## src/rtl/int_to_float_pkg.sv

```systemverilog
// Shared types, constants and helpers for the pipelined integer-to-float converter.
//   bias(exp_w)   : exponent bias 2^(exp_w-1)-1
//   clog2(v)      : ceiling log2, used to size leading-zero counts
//   s2_payload_t  : stage-2 to stage-3 payload (normalised operand + control)
package int_to_float_pkg;

  localparam logic ROUND_TRUNC = 1'b0;
  localparam logic ROUND_RNE   = 1'b1;

  // Widest integer operand the stage-2 payload can carry; narrower operands are
  // left-aligned inside it so the low padding bits are zero.
  localparam int unsigned MAX_IN_W = 128;

  function automatic int unsigned clog2(input int unsigned v);
    int unsigned r;
    r = 0;
    while ((64'd1 << r) < 64'(v)) r++;
    return r;
  endfunction

  function automatic int unsigned bias(input int unsigned exp_w);
    return (32'd1 << (exp_w - 32'd1)) - 32'd1;
  endfunction

  localparam int unsigned LZC_W = clog2(MAX_IN_W + 1);

  typedef struct packed {
    logic                sign;
    logic [MAX_IN_W-1:0] norm_mag;  // leading 1 at the MSB, zero-padded below
    logic [LZC_W-1:0]    lzc;
    logic                zero;
    logic                round;
  } s2_payload_t;

endpackage

```

## src/rtl/int_to_float_pipe_lzc.sv

```systemverilog
// Combinational leading-zero counter.
//   value    : operand
//   count    : number of leading zeros (WIDTH when value is zero)
//   all_zero : value == 0
module leading_zero_counter
  import int_to_float_pkg::*;
#(
  parameter int unsigned WIDTH = 32
) (
  input  logic [WIDTH-1:0]             value,
  output logic [clog2(WIDTH+1)-1:0]    count,
  output logic                         all_zero
);

  localparam int unsigned CNT_W = clog2(WIDTH + 1);

  // Scan upward so the highest set bit wins.
  always_comb begin
    count = CNT_W'(WIDTH);
    for (int unsigned i = 0; i < WIDTH; i++) begin
      if (value[i]) count = CNT_W'(WIDTH - 32'd1 - i);
    end
  end

  assign all_zero = ~|value;

endmodule

```

## src/rtl/int_to_float_pipe.sv

```systemverilog
// Three-stage pipelined integer to binary floating-point converter.
//   in_valid/in_ready   : input handshake; in_ready = !out_valid || out_ready
//   in_data             : integer operand, signed or unsigned per in_signed
//   in_round            : 0 truncate, 1 round to nearest even
//   out_valid/out_ready : output handshake, whole pipe stalls on backpressure
//   out_data            : {sign, biased exponent, fraction}
//   out_inexact         : result differs from the integer value
//   out_overflow        : magnitude too large; out_data is signed infinity
module int_to_float_pipe
  import int_to_float_pkg::*;
#(
  parameter int unsigned IN_W  = 32,
  parameter int unsigned EXP_W = 8,
  parameter int unsigned MAN_W = 23
) (
  input  logic                 clk,
  input  logic                 reset,
  input  logic                 in_valid,
  output logic                 in_ready,
  input  logic [IN_W-1:0]      in_data,
  input  logic                 in_signed,
  input  logic                 in_round,
  output logic                 out_valid,
  input  logic                 out_ready,
  output logic [EXP_W+MAN_W:0] out_data,
  output logic                 out_inexact,
  output logic                 out_overflow
);

  localparam int unsigned BIAS       = bias(EXP_W);
  localparam int unsigned EMAX_FIELD = (32'd1 << EXP_W) - 32'd2;
  localparam int unsigned CNT_W      = clog2(IN_W + 1);
  localparam int unsigned EXT_W      = MAX_IN_W + MAN_W + 2;
  localparam int unsigned EV_W       = 32;

  logic adv;
  assign adv      = !out_valid || out_ready;
  assign in_ready = adv;

  // Stage 1: sign and magnitude; the unsigned negate maps the most negative
  // value to 2^(IN_W-1) without overflow.
  logic            in_neg;
  logic [IN_W-1:0] in_mag;
  logic            s1_valid, s1_sign, s1_round;
  logic [IN_W-1:0] s1_mag;

  always_comb begin
    in_neg = in_signed & in_data[IN_W-1];
    in_mag = in_neg ? (~in_data + IN_W'(1)) : in_data;
  end

  // Stage 2: normalise so the leading 1 lands on the payload MSB.
  logic [CNT_W-1:0] lzc_cnt;
  logic             lzc_zero;
  logic [IN_W-1:0]  norm;
  s2_payload_t      s2_d, s2_q;
  logic             s2_valid;

  leading_zero_counter #(.WIDTH(IN_W)) u_lzc (
    .value    (s1_mag),
    .count    (lzc_cnt),
    .all_zero (lzc_zero)
  );

  always_comb begin
    s2_d          = '0;
    norm          = s1_mag << lzc_cnt;
    s2_d.sign     = s1_sign;
    s2_d.norm_mag = MAX_IN_W'(norm) << (MAX_IN_W - IN_W);
    s2_d.lzc      = LZC_W'(lzc_cnt);
    s2_d.zero     = lzc_zero;
    s2_d.round    = s1_round;
  end

  // Stage 3: round and pack. The extension below the payload zero-pads the
  // fraction when the operand has fewer bits than the mantissa.
  logic [EXT_W-1:0]     ext;
  logic [MAN_W-1:0]     frac;
  logic                 guard, sticky, round_up, carry;
  logic [MAN_W+1:0]     sig_rnd;
  logic [EV_W-1:0]      exp_full;
  logic [EXP_W+MAN_W:0] res_data;
  logic                 res_inexact, res_overflow;

  always_comb begin
    ext      = {s2_q.norm_mag, (MAN_W+2)'(0)};
    frac     = ext[EXT_W-2 -: MAN_W];
    guard    = ext[EXT_W-2-MAN_W];
    sticky   = |ext[EXT_W-3-MAN_W:0];
    round_up = (s2_q.round == ROUND_RNE) && guard && (sticky || frac[0]);
    // Hidden bit included so a full-fraction increment carries out cleanly.
    sig_rnd  = {1'b0, ext[EXT_W-1], frac} + (MAN_W+2)'(round_up);
    carry    = sig_rnd[MAN_W+1];
    exp_full = EV_W'(IN_W - 1) - EV_W'(s2_q.lzc) + EV_W'(carry) + EV_W'(BIAS);

    res_data     = '0;
    res_inexact  = 1'b0;
    res_overflow = 1'b0;
    if (!s2_q.zero) begin
      if (exp_full > EV_W'(EMAX_FIELD)) begin
        res_data     = {s2_q.sign, {EXP_W{1'b1}}, {MAN_W{1'b0}}};
        res_inexact  = 1'b1;
        res_overflow = 1'b1;
      end else begin
        res_data    = {s2_q.sign, EXP_W'(exp_full), MAN_W'(sig_rnd)};
        res_inexact = guard | sticky;
      end
    end
  end

  // Valids and output register: reset clears everything in flight.
  always_ff @(posedge clk or posedge reset) begin
    if (reset) begin
      s1_valid     <= 1'b0;
      s2_valid     <= 1'b0;
      out_valid    <= 1'b0;
      out_data     <= '0;
      out_inexact  <= 1'b0;
      out_overflow <= 1'b0;
    end else if (adv) begin
      s1_valid  <= in_valid;
      s2_valid  <= s1_valid;
      out_valid <= s2_valid;
      if (s2_valid) begin
        out_data     <= res_data;
        out_inexact  <= res_inexact;
        out_overflow <= res_overflow;
      end
    end
  end

  // Datapath registers only load on a valid beat; no reset needed.
  always_ff @(posedge clk) begin
    if (adv) begin
      if (in_valid) begin
        s1_sign  <= in_neg;
        s1_mag   <= in_mag;
        s1_round <= in_round;
      end
      if (s1_valid) s2_q <= s2_d;
    end
  end

endmodule

```

## config.mk

```make
export PLATFORM = sky130hd
export DESIGN_NAME = int_to_float_pipe
export DESIGN_NICKNAME = d
export VERILOG_FILES = /design/src/rtl/int_to_float_pkg.sv /design/src/rtl/int_to_float_pipe_lzc.sv /design/src/rtl/int_to_float_pipe.sv
export SDC_FILE = /design/constraint.sdc
export NUM_CORES = 1
export LEC_CHECK = 0
export CORE_UTILIZATION = 45
export CTS_CLUSTER_SIZE = 24
export DETAILED_ROUTE_END_ITERATION = 12
export GPL_TIMING_DRIVEN = 0
export PLACE_DENSITY = 0.66
export SYNTH_ARGS = -nofsm -noshare
export SYNTH_HDL_FRONTEND = slang
export SYNTH_SLANG_ARGS = --single-unit
```

## constraint.sdc

```tcl
create_clock -name clk -period 3.8 [get_ports clk]
set_input_delay 0.76 -clock clk [delete_from_list [all_inputs] [get_ports clk]]
set_output_delay 0.76 -clock clk [all_outputs]
set_load 0.005 [all_outputs]
```

==> impl_metrics.yaml, run 1 <==
outcome:
  outcome: "complete, no violations"
synth:
  yosysWarningCount: 0
  synth.distinct_cells: 69
  synth-main-ff-cell: "edfxtp_1"
  synth_top_cell_by_area: "edfxtp_1"
  synth_top_cell_area_share_pct: 32.64
  syn_inst: 710
  async_reset_ff_share_pct: 33.04
  synth_seq_cells: 112
  synthesis.area_um2: 6899
  postSynthAreaPerCell_um2: 9.717
  synth_area_leaders: "edfxtp_1 (33%), dfrtp_1 (13%), nand2_1 (4.4%)"
  synth_nets: 753
  yosysSeqAreaShare_pct: 46.06
  synth_edf_count: 75
drt:
  drtPass1Iterations: 6
  drc_errors: 0
  routedWlPerCell_um: 20.34
  avgViaCountPerCell: 6.102
  detail-route-antenna-nets: 0
  finalWirelength_um: 20060
  vias: 6017
  drt-initial-drc-count: 388
worst_setup_path:
  start_kind: "flip-flop"
  r2r_slack_ns: 0.1
  r2r_start: "s1_mag[30]"
  required_ns: 3.88
  crit_buf_inv: 1
  cp_max_fo: 6
  endpoint_kind: "flip-flop"
  path_cells: "nor2b_4, or3_4, or4_1, buf_2, o211ai_4, mux4_2, and3_1, a221oi_1, o221ai_1"
  cpLargestDelayFamily: "simple AND/OR/NAND/NOR gates"
  critPathSlowestCell: "mux4_2"
  critical_path_class: "flip-flop to flip-flop"
  r2r_cells: 9
  crit_arrival_ns: 3.78
  reg2reg_to: "ext[144]"
  max_stage_delay_ns: 0.62
placed_design:
  io_buffer_count: 73
  placed_area_um2: 7861
  place.gp.congestion: 0.9356
  dp_hpwl_um: 15950
global_routing:
  grt_first_pass_wirelength_um: 31720
  grt_usage_pct: 26.25
  grt_pass1_vias: 5930
  overflow: 0
  grt_max_degree: 42
  antenna_found_initial: 0
finish:
  mostFrequentLayoutCells: "nand2_1 (80), edfxtp_1 (75), clkdlybuf4s50_1 (73)"
  num_antenna_cells: 0
  nets: 840
  syn_to_final_growth_pct: 19.68
  fillers: 1329
  stdcell_area_um2: 8257
  drive_above_1_share_pct: 8.479
  final_common_cell: "nand2_1"
hold_path:
  whs_endpoint: "s2_q[0]"
  hold_path_class: "flip-flop to flip-flop"
  hold_start: "s1_round"
  min_path_cells: 0
power_and_ir_drop:
  peakVddDrop_mv: 0.2193
  power_density_nw_per_um2: 520.0
  power_mw: 4.294
  leakagePower_nw: 3.013
sta:
  finalSetupTns_ns: 0
  grt_setup_unrepaired: "true"
  finClkSkew_ns: 0.007090
  slew_headroom_pct: 40.61
  slew_violations: 0
  fmax_mhz: 269.9
  period_needed_ns: 3.705
  post-route-period-util_pct: 97.50
  tightestPinTransition_ns: 0.8892
  setup_viol_count_final: 0
  hold_viol_final: 0
floorplan:
  start_util_pct: 46.76
  fp.dieArea_um2: 15830
  boundaryPins: 74
  row_count: 44
  core-area_um2: 14750
  die_h_um: 125.8
  dieWidth_um: 125.8
clock_tree:
  clk-insertion-delay-late_ns: 0.36
  clk_pin_slew_ns: 0.07
  cts_sinks: 112
  htreeDepth: 3
  cts_tree: "built"
  root_buffer: "clkbuf_16"
  cts_buffers: 9
  cts_buffer_depth: 2
  ctsHoldBuffers: 0
run:
  cap_violations: 0
[power breakdown]
part | internal, mW | leakage (nW) | total [mW] | switching, mW
clock network | 0.510 | 0.151 | 0.967 | 0.456
registers | 1.67 | 1.19 | 1.88 | 0.212
logic | 0.692 | 1.68 | 1.45 | 0.758
[flip-flops by register name (all words and copies together) (netlist names)]
register / cells
out_inexact: 1
out_valid: 1
s1_valid: 1
s2_valid: 1
ext: 32
out_data: 32
s2_q: 9
s1_sign: 1
out_overflow: 1
s1_round: 1
s1_mag: 32
[cell usage after synthesis (8+ instances only)]
cell type / count
nand2b_1: 11
nand3_1: 27
nor4_1: 15
a22oi_1: 8
a221oi_1: 16
xor2_1: 29
o21ai_0: 45
a211oi_1: 21
clkbuf_1: 22
a21oi_1: 32
mux2i_1: 14
o22ai_1: 10
dfrtp_1: 37
and3_1: 11
xnor2_1: 25
edfxtp_1: 75
nand2_1: 80
o31ai_1: 12
nor3_1: 22
inv_1: 21
nor2_1: 60
[timing repair]
action	CTS	global route
gates cloned	0	0
setup endpoints to repair	16	10
setup buffers	3	0
resized for setup	8	10
pin swaps	1	0
[stage by stage]
stage / util (%) / worst slack [ns] / instances / hold slack [ns]
final: 55.96 / 0.09508 / 986 / 0.4305
after CTS: 55.70 / 0.04855 / 986 / 0.4326
after detailed placement: 53.28 / -0.3645 / 967 / 0.4151
after global placement: 53.27 / -0.5723 / 967 / 0.4058
after global routing: 55.96 / -0.006875 / 986 / 0.4536
after floorplan: - / 0.5102 / 710 / 0.4003
[routing by layer]
metal	share of wire (%)	track usage, %
met4	5.1	16.02
met1	39	29.22
met5	0	0
met3	4.7	3.526
met2	51	47.68
[worst reg2reg max path, cell delays in order, from the launching register on]
cell,delay (ns)
edfxtp_1,0.50
nor2b_4,0.18
or3_4,0.36
or4_1,0.51
buf_2,0.19
o211ai_4,0.27
mux4_2,0.62
and3_1,0.25
a221oi_1,0.36
o221ai_1,0.20
[area by class of cell]
type | count | area (um^2) | share of cell area (%)
plain buffers | 33 | 163.9 | 1.985
clock buffers | 12 | 267.8 | 3.243
clock inverters | 4 | 31.28 | 0.3788
inverters | 22 | 82.58 | 1.000
multi-input cells | 543 | 3550 | 42.99
flip-flops and latches | 112 | 3178 | 38.49
well taps | 184 | 230.2 | 2.788
repair buffers | 76 | 753.2 | 9.123
[worst max-delay path by stage]
stage / from / end / cells past startpoint
final: s1_mag[30] / ext[144] / 9
after global routing: s1_mag[28] / ext[143] / 10
after CTS: s1_mag[25] / ext[147] / 9
after detailed placement: s1_mag[29] / ext[138] / 9
after global placement: s1_mag[28] / ext[138] / 9
after floorplan: s1_mag[30] / ext[144] / 9
[cells by family (layout without fill, tap and decap cells)]
kind of cell	count (synthesis)	in the layout	share of synthesized area, %
buffers and inverters	55	147	3.518
adders and majority gates	5	5	0.9068
DFF	112	112	46.06
muxes	20	20	3.645
and+or+nand+nor	260	260	17.97
xor gates and xnor gates	54	54	6.855
AOI/OAI and AO/OA	204	204	21.04
No activity file was read; power rests on OpenSTA's default activity.
==> inputs of run 2 (changes only) <==
CORE_MARGIN = 1   (was default)
==> results of run 2 <==
The final DEF is identical to that of run 1; final timing and power are the same.
